$ cat src/rtl/cpu_pkg.sv
// Shared definitions for the multi-cycle CPU front end: next-PC selector codes,
// fetch FSM states and the default reset PC.
package cpu_pkg;

    localparam logic [1:0] NPC_SEQ  = 2'b00;
    localparam logic [1:0] NPC_BR   = 2'b01;
    localparam logic [1:0] NPC_REG  = 2'b10;
    localparam logic [1:0] NPC_HOLD = 2'b11;

    typedef enum logic [1:0] {
        FETCH_IDLE = 2'd0,
        FETCH_WAIT = 2'd1,
        FETCH_DONE = 2'd2
    } fetch_state_e;

    localparam logic [31:0] DEFAULT_RESET_PC = 32'h0000_0000;

endpackage

$ cat src/rtl/npc_calc.sv
// Combinational next-PC selection: sequential, PC-relative branch, register
// target, or hold. Kept stateless so pipelined variants can reuse it.
module npc_calc
    import cpu_pkg::*;
#(
    parameter int PC_W = 32
) (
    input  logic [1:0]      npc_op,
    input  logic [PC_W-1:0] pc,
    input  logic [PC_W-1:0] ir_pc,
    input  logic [23:0]     imm24,
    input  logic [31:0]     rb_data,
    output logic [PC_W-1:0] npc
);

    logic [PC_W-1:0] br_offset;
    logic [31:0]     rb_aligned;

    always_comb begin
        // Branch target is relative to the fetch address plus 8 (ARM pipeline view).
        br_offset  = {{(PC_W-26){imm24[23]}}, imm24, 2'b00};
        rb_aligned = rb_data & 32'hFFFF_FFFC;
        npc        = pc;
        case (npc_op)
            NPC_SEQ:  npc = pc + PC_W'(4);
            NPC_BR:   npc = ir_pc + PC_W'(8) + br_offset;
            NPC_REG:  npc = rb_aligned[PC_W-1:0];
            default:  npc = pc;
        endcase
    end

endmodule

$ cat src/rtl/fetch_unit.sv
// Instruction-fetch front end: owns the PC and instruction register and runs a
// req/ack fetch to instruction memory on request from the control block.
module fetch_unit
    import cpu_pkg::*;
#(
    parameter logic [31:0] RESET_PC = DEFAULT_RESET_PC,
    parameter int          PC_W     = 32
) (
    input  logic            clk,
    input  logic            rst,
    input  logic            IMen,
    input  logic            PCwr,
    input  logic [1:0]      NPCop,
    input  logic [31:0]     rb_data,
    output logic            imem_req,
    output logic [PC_W-1:0] imem_addr,
    input  logic            imem_ack,
    input  logic [31:0]     imem_rdata,
    output logic [31:0]     instruction,
    output logic            inst_valid,
    output logic [PC_W-1:0] pc,
    output logic [PC_W-1:0] pc_link
);

    fetch_state_e    state_q, state_d;
    logic [PC_W-1:0] pc_q, pc_d;
    logic [PC_W-1:0] fetch_addr_q, fetch_addr_d;
    logic [31:0]     ir_q, ir_d;
    logic [PC_W-1:0] ir_pc_q, ir_pc_d;
    logic            inst_valid_q, inst_valid_d;
    logic            req_q, req_d;
    logic [PC_W-1:0] npc;

    npc_calc #(
        .PC_W(PC_W)
    ) u_npc_calc (
        .npc_op  (NPCop),
        .pc      (pc_q),
        .ir_pc   (ir_pc_q),
        .imm24   (ir_q[23:0]),
        .rb_data (rb_data),
        .npc     (npc)
    );

    always_comb begin
        state_d      = state_q;
        fetch_addr_d = fetch_addr_q;
        ir_d         = ir_q;
        ir_pc_d      = ir_pc_q;
        inst_valid_d = inst_valid_q;
        req_d        = req_q;
        pc_d         = PCwr ? npc : pc_q;

        // The request runs from fetch_addr, so PC writes never disturb a fetch in flight.
        case (state_q)
            FETCH_IDLE: begin
                if (IMen) begin
                    fetch_addr_d = pc_q & ~PC_W'(3);
                    inst_valid_d = 1'b0;
                    req_d        = 1'b1;
                    state_d      = FETCH_WAIT;
                end
            end
            FETCH_WAIT: begin
                if (imem_ack) begin
                    ir_d    = imem_rdata;
                    ir_pc_d = fetch_addr_q;
                    req_d   = 1'b0;
                    state_d = FETCH_DONE;
                end
            end
            FETCH_DONE: begin
                inst_valid_d = 1'b1;
                state_d      = FETCH_IDLE;
            end
            default: begin
                req_d   = 1'b0;
                state_d = FETCH_IDLE;
            end
        endcase
    end

    always_ff @(posedge clk) begin
        if (rst) begin
            state_q      <= FETCH_IDLE;
            pc_q         <= RESET_PC[PC_W-1:0];
            fetch_addr_q <= '0;
            ir_q         <= 32'h0;
            ir_pc_q      <= '0;
            inst_valid_q <= 1'b0;
            req_q        <= 1'b0;
        end else begin
            state_q      <= state_d;
            pc_q         <= pc_d;
            fetch_addr_q <= fetch_addr_d;
            ir_q         <= ir_d;
            ir_pc_q      <= ir_pc_d;
            inst_valid_q <= inst_valid_d;
            req_q        <= req_d;
        end
    end

    assign imem_req    = req_q;
    assign imem_addr   = fetch_addr_q;
    assign instruction = ir_q;
    assign inst_valid  = inst_valid_q;
    assign pc          = pc_q;
    assign pc_link     = ir_pc_q + PC_W'(4);

endmodule

$ cat config.mk
export PLATFORM = sky130hd
export DESIGN_NAME = fetch_unit
export DESIGN_NICKNAME = d
export VERILOG_FILES = /design/src/rtl/cpu_pkg.sv /design/src/rtl/npc_calc.sv /design/src/rtl/fetch_unit.sv
export SDC_FILE = /design/constraint.sdc
export NUM_CORES = 1
export LEC_CHECK = 0
export ABC_CLOCK_PERIOD_IN_PS = 3640
export CAP_MARGIN = 10
export CORE_MARGIN = 2
export CORE_UTILIZATION = 44
export CTS_CLUSTER_DIAMETER = 30
export DETAILED_ROUTE_END_ITERATION = 12
export PLACE_DENSITY = 0.83
export SETUP_SLACK_MARGIN = 0.15
export SLEW_MARGIN = 20
export SYNTH_ARGS = -nofsm -noshare
export SYNTH_HDL_FRONTEND = slang
export SYNTH_SLANG_ARGS = --single-unit
$ cat constraint.sdc
create_clock -name clk -period 3.64 [get_ports clk]
set_clock_uncertainty 0.2 [all_clocks]
set_input_delay 0.364 -clock clk [delete_from_list [all_inputs] [get_ports clk]]
set_output_delay 0.364 -clock clk [all_outputs]
set_load 0.01 [all_outputs]
==> impl_metrics.json, run 1 <==
{
  "outcome": "completed",
  "ioPinCount": 201,
  "wl_per_cell_um": 17.42,
  "vdd_ir_drop_max_mv": 0.3543,
  "grt_use_total": 0.2681,
  "r2r_start": "instruction[1]$_SDFFE_PP0P_",
  "setup_tns_ps": 0,
  "hold_class": "flop to flop",
  "place_hpwl_um": 18390,
  "clockBufferDepth": 2,
  "start_util": 0.4503,
  "r2r_slack_ps": 370,
  "synth.distinct_cells": 72,
  "hold_depth": 2,
  "hold_viol_final": 0,
  "r2r_cells": 14,
  "finalSetupViolCount": 0,
  "placed_area_um2": 9921,
  "dp_worst_setup_slack_ps": 273.0,
  "synth_seq_cells": 126,
  "crit_top_cell": "and3_1",
  "drcViolationCount": 0,
  "fillers": 1541,
  "synth_flop_cell": "dfxtp_1",
  "ant_nets": 0,
  "cp_max_fo": 5,
  "min_from": "instruction[29]$_SDFFE_PP0P_",
  "clk_pin_slew_ps": 60,
  "numCtsBuffers": 17,
  "die_w_um": 137.3,
  "wirelength_um": 25250,
  "cts_root_buf": "clkbuf_16",
  "hold_slack_ps": 251.4,
  "period_share": 0.9096,
  "first_pass_iters": 7,
  "drtIter0Drc": 654,
  "grt_pass1_vias": 7640,
  "netlist_instances": 1037,
  "fin_ws_ps": 328.9,
  "slowest_stage": "clkdlybuf4s50_1",
  "critPathMaxStageDelay_ps": 600,
  "holdBufCountCts": 0,
  "cts_sinks": 126,
  "dieArea_um2": 18850,
  "rr_endpoint": "pc[27]$_SDFFE_PP0P_",
  "synth_edf_count": 0,
  "worstSkewPairLatency_ps": 420,
  "grt_setup_unrepaired": "true",
  "cts_tree": "yes",
  "endpoint_kind": "output pin",
  "cts-htree-levels": 4,
  "synth.avg_cell_area_um2": 7.537,
  "grt_max_degree": 84,
  "power_density_nw_per_um2": 366.4,
  "p_leak_nw": 4.128,
  "crit_chain": "and3_1 -> and3_1 -> nand3_2 -> nor3_4 -> nand3_1 -> xnor2_1 -> clkdlybuf4s50_1",
  "slew_headroom": 0.3054,
  "gr-total-overflow": 0,
  "worst-endpoint-arrival_ps": 2750,
  "viasPerCell": 5.718,
  "coreArea_um2": 17360,
  "drv_slew": 0,
  "holdPathEnd": "instruction[29]$_SDFFE_PP0P_",
  "crit_type": "flop to output pin",
  "rows": 48,
  "place.gp.congestion": 0.9084,
  "fmax_mhz": 302.0,
  "antenna_found_initial": 0,
  "seq_area_frac_synth": 0.3227,
  "die_height_um": 137.3,
  "synth-async-reset-ratio": 0,
  "maxCapViolCount": 0,
  "min_period_ps": 3311,
  "numPortBuffers": 192,
  "tightest_slew_ps": 1042,
  "grt_pass1_wl_um": 39220,
  "ys_warn_count": 0,
  "syn2layout_area_growth_pct": 36.42,
  "num_antenna_cells": 0,
  "synth_area_um2": 7816,
  "nNetsFinal": 1346,
  "fin_area_um2": 10660,
  "required_ps": 3080,
  "start_kind": "flop",
  "via_count": 8291,
  "drive_gt1_frac": 0.07755,
  "post-route-util": 0.6143
}
==> state kept, by name, indices dropped and copies added, names as in the netlist <==
register	flops
instruction	32
imem_addr	30
ir_pc_q	30
pc	30
state_q	2
imem_req	1
inst_valid	1
==> kinds of logic after synthesis <==
logic type | count (synthesis) | synth area share
AND/OR/NAND/NOR | 408 | 0.2297
flip-flops | 126 | 0.3227
buffers and inverters | 89 | 0.04674
adder cells (fa/ha/maj) | 63 | 0.1018
multiplexers | 2 | 0.002721
other | 1 | 0.0004798
AO/OA/AOI/OAI | 294 | 0.2353
XOR/XNOR | 54 | 0.06051
==> layout make-up <==
cell class | instances | area (um2) | area share
multi-input combinational | 827 | 5014 | 0.4702
sequential | 126 | 2529 | 0.2372
timing repair buffer | 212 | 2076 | 0.1947
clock buffer | 22 | 474.2 | 0.04447
tap | 225 | 281.5 | 0.02640
clock inverter | 10 | 183.9 | 0.01725
inverter | 28 | 105.1 | 0.009857
==> cells in the mapped netlist, types with 11 or more instances <==
cell type  instances  area share
a21oi_1          153       0.098
dfxtp_1          126        0.32
clkbuf_1          51       0.024
nand3_1           32       0.020
nor2_1            51       0.024
a31oi_1           11      0.0088
ha_1              62       0.099
a221oi_1          15       0.017
xor2_1            15       0.017
nand2_1          245        0.12
o21ai_0           40       0.026
inv_1             27       0.013
nor3_1            12      0.0077
xnor2_1           39       0.044
and3_1            18       0.014
nand4_1           14       0.011
==> report_power, final <==
group	total, mW	switching (mW)	internal, mW
logic	0.506	0.270	0.236
clock network	1.91	0.643	1.27
registers	1.49	0.0631	1.43
total	3.91	0.976	2.93
==> how the worst max path moves through the flow <==
stage	start	endpoint	slack, ps
after CTS	ir_pc_q[11]$_SDFFE_PP0P_	pc_link[20]	150
after detailed placement	instruction[1]$_SDFFE_PP0P_	pc[27]$_SDFFE_PP0P_	270
after global placement	instruction[1]$_SDFFE_PP0P_	pc[27]$_SDFFE_PP0P_	350
after floorplan	ir_pc_q[3]$_SDFFE_PP0P_	pc[29]$_SDFFE_PP0P_	430
after global routing	ir_pc_q[12]$_SDFFE_PP0P_	pc_link[21]	140
final	ir_pc_q[5]$_SDFFE_PP0P_	pc_link[22]	330
==> routing by layer <==
| layer | GRT usage | part of all wire | wire length [um] |
|---|---|---|---|
| met1 | 0.3117 | 0.40 | 10170 |
| met2 | 0.4668 | 0.49 | 12450 |
| met5 | 0 | 0 | 0 |
| met4 | 0.09107 | 0.023 | 585 |
| met3 | 0.08205 | 0.081 | 2054 |
==> cell usage in the layout, fill, tap and decap left out, types with 5 or more instances in the layout <==
| cell | count |
|---|---|
| conb_1 | 6 |
| buf_4 | 21 |
| nor2_1 | 46 |
| a31oi_1 | 11 |
| a21oi_1 | 153 |
| xor2_1 | 15 |
| and3_1 | 18 |
| nand2b_1 | 6 |
| inv_1 | 27 |
| nand4_1 | 14 |
| bufinv_16 | 5 |
| xnor2_1 | 39 |
| nand3_1 | 30 |
| dfxtp_2 | 5 |
| clkdlybuf4s50_1 | 187 |
| nand2_1 | 245 |
| nor3_1 | 11 |
| ha_1 | 61 |
| a22oi_1 | 8 |
| dfxtp_1 | 121 |
| o21ai_0 | 40 |
| a21o_1 | 8 |
| clkbuf_16 | 17 |
| o211ai_1 | 6 |
| a221oi_1 | 15 |
| nor2b_1 | 5 |
==> critical path: cells and delay by family (launching register included) <==
family                 cells  cell delay, ps
AND/OR/NAND/NOR            5            1100
buffers and inverters      1             600
XOR/XNOR                   1             220
flip-flops                 1             400
==> what timing repair did <==
action | CTS | global route
gates resized for setup | 8 | 13
pin swaps | 0 | 4
endpoints found under the setup margin | 10 | 16
buffers inserted | 0 | 2
==> per-stage QoR <==
step                      power (mW)  cells
after CTS                      3.920   1448
after floorplan                1.765   1042
after detailed placement       2.019   1416
final                          3.907   1450
after global placement         2.013   1416
after global routing           4.035   1450
No activity file was read; power rests on OpenSTA's default activity.
==> run 2: changes to the inputs <==
--- a/config.mk
+++ b/config.mk
@@ -11,6 +11,7 @@
 export CORE_UTILIZATION = 44
 export CTS_CLUSTER_DIAMETER = 30
 export DETAILED_ROUTE_END_ITERATION = 12
+export GPL_TIMING_DRIVEN = 0
 export PLACE_DENSITY = 0.83
 export SETUP_SLACK_MARGIN = 0.15
 export SLEW_MARGIN = 20
==> impl_metrics.json, run 2 (synthesis results as in run 1) <==
{
  "rr_endpoint": "pc[29]$_SDFFE_PP0P_",
  "path_delay_family": "compound AO/OA/AOI/OAI gates",
  "seqCellArea_um2": 2532,
  "drtIter0Drc": 841,
  "place.gp.congestion": 1.007,
  "slew_headroom": 0.3530,
  "vdd_ir_drop_max_mv": 0.3826,
  "grt_pass1_vias": 7884,
  "gr-total-overflow": 0,
  "endpoint_kind": "flop",
  "rows": 48,
  "cts_root_buf": "clkbuf_16",
  "dp_worst_setup_slack_ps": -141.0,
  "placed_area_um2": 10030,
  "via_count": 8539,
  "fin_ws_ps": 230.2,
  "slowest_stage": "o31ai_2",
  "setup_tns_ps": 0,
  "cts_sinks": 126,
  "cp.depth": 14,
  "cts-htree-levels": 4,
  "multi_input_area_um2": 5027,
  "die_height_um": 137.3,
  "hold_depth": 2,
  "antenna_found_initial": 0,
  "hold_slack_ps": 205.4,
  "fmax_mhz": 293.3,
  "total_power_mw": 3.782,
  "wirelength_um": 28010,
  "finalSetupViolCount": 0,
  "cts_tree": "yes",
  "worst-endpoint-arrival_ps": 3530,
  "power_density_nw_per_um2": 352.2,
  "grt_setup_unrepaired": "true",
  "critPathBufInv": 3,
  "drcViolationCount": 0,
  "viasPerCell": 5.731,
  "wl_per_cell_um": 18.80,
  "syn2layout_area_growth_pct": 37.38,
  "nNetsFinal": 1389,
  "hold_class": "primary input to flop",
  "period_share": 0.9368,
  "numPortBuffers": 191,
  "start_kind": "flop",
  "grt_max_degree": 17,
  "required_ps": 3760,
  "critPathMaxStageDelay_ps": 440,
  "clk_pin_slew_ps": 60,
  "numCtsBuffers": 17,
  "post-route-util": 0.6187,
  "dieArea_um2": 18850,
  "dp.cells": 1458,
  "cp_max_fo": 7,
  "place_hpwl_um": 21340,
  "first_pass_iters": 6,
  "hold_viol_final": 0,
  "ant_nets": 0,
  "die_w_um": 137.3,
  "num_antenna_cells": 0,
  "fillers": 1568,
  "worstSkewPairLatency_ps": 420,
  "outcome": "completed",
  "r2r_slack_ps": 230,
  "grt_pass1_wl_um": 42100,
  "min_from": "rst",
  "r2r_cells": 14,
  "crit_top_cell": "inv_1",
  "holdPathEnd": "pc[16]$_SDFFE_PP0P_",
  "final_cell_mix": "245 x nand2_1, 187 x clkdlybuf4s50_1, 152 x a21oi_1",
  "final_common_cell": "nand2_1",
  "tightest_slew_ps": 967.0,
  "start_util": 0.4503,
  "clockBufferDepth": 2,
  "fin_cells": 1490,
  "drv_slew": 0,
  "coreArea_um2": 17360,
  "crit_chain": "inv_1 -> ha_1 -> inv_1 -> ha_2 -> inv_1 -> fa_1 -> nand2b_4 -> a21oi_2 -> a2111oi_2 -> o31ai_2 -> a211oi_2 -> xnor2_1 -> a21oi_2 -> a2111oi_4",
  "maxCapViolCount": 0,
  "p_leak_nw": 4.139,
  "min_period_ps": 3410,
  "fin_area_um2": 10740,
  "crit_type": "flop to flop",
  "ioPinCount": 201,
  "r2r_start": "ir_pc_q[3]$_SDFFE_PP0P_",
  "grt_use_total": 0.2960,
  "drive_gt1_frac": 0.06640,
  "largest_register_ffs": 32
}
[run 2: changes by cell type in the layout (fill, tap and decap cells not counted), moves of 2 or more]
| cell | before | now |
|---|---|---|
| bufinv_16 | 5 | 3 |
| buf_1 | 0 | 2 |
| a21oi_2 | 1 | 3 |
| buf_4 | 21 | 9 |
| nor2_2 | 4 | 2 |
| clkbuf_1 | 2 | 53 |
| nor2_1 | 46 | 49 |
[run 2: area by class of cell]
| cell class | count | share of cell area |
|---|---|---|
| multi-input combinational | 827 | 0.4682 |
| sequential | 126 | 0.2358 |
| timing repair buffer | 194 | 0.1811 |
| clock buffer | 22 | 0.04416 |
| tap | 225 | 0.02622 |
| buffer | 61 | 0.02424 |
| clock inverter | 7 | 0.01049 |
| inverter | 28 | 0.009788 |
[run 2: where the power goes]
part	internal, mW	total (mW)	switching [mW]
combinational	0.243	0.547	0.304
sequential	1.43	1.49	0.0629
clock	1.12	1.75	0.630
total	2.78	3.78	0.997
[run 2: repair_timing]
action / in CTS / in global routing
endpoints found under the setup margin: 13 / 19
gates resized for setup: 8 / 19
pin swaps: 3 / 7
setup buffers: 1 / 2
hold buffers: 0 / 0
[run 2: metal layers]
layer,share of wire,GRT usage,up-vias
met5,0,0,-
met4,0.024,0.09565,0
met3,0.084,0.07211,53
met2,0.48,0.4936,384
met1,0.42,0.3758,4007
li1,-,-,4095
[run 2: how the worst max path moves through the flow]
| stage | from | to | slack (ps) |
|---|---|---|---|
| floorplan | ir_pc_q[3]$_SDFFE_PP0P_ | pc[29]$_SDFFE_PP0P_ | 430 |
| global placement | ir_pc_q[3]$_SDFFE_PP0P_ | pc[29]$_SDFFE_PP0P_ | -130 |
| detailed placement | ir_pc_q[3]$_SDFFE_PP0P_ | pc[29]$_SDFFE_PP0P_ | -140 |
| CTS | ir_pc_q[4]$_SDFFE_PP0P_ | pc_link[31] | 130 |
| global route | ir_pc_q[3]$_SDFFE_PP0P_ | pc[29]$_SDFFE_PP0P_ | 70 |
| finish | ir_pc_q[3]$_SDFFE_PP0P_ | pc[29]$_SDFFE_PP0P_ | 230 |
[run 2: worst register-to-register path: stages, from the launching register on]
cell	delay, ps
dfxtp_4	390
inv_1	70
ha_1	270
inv_1	90
ha_2	200
inv_1	50
fa_1	400
nand2b_4	170
a21oi_2	170
a2111oi_2	90
o31ai_2	440
a211oi_2	150
xnor2_1	220
a21oi_2	110
a2111oi_4	290
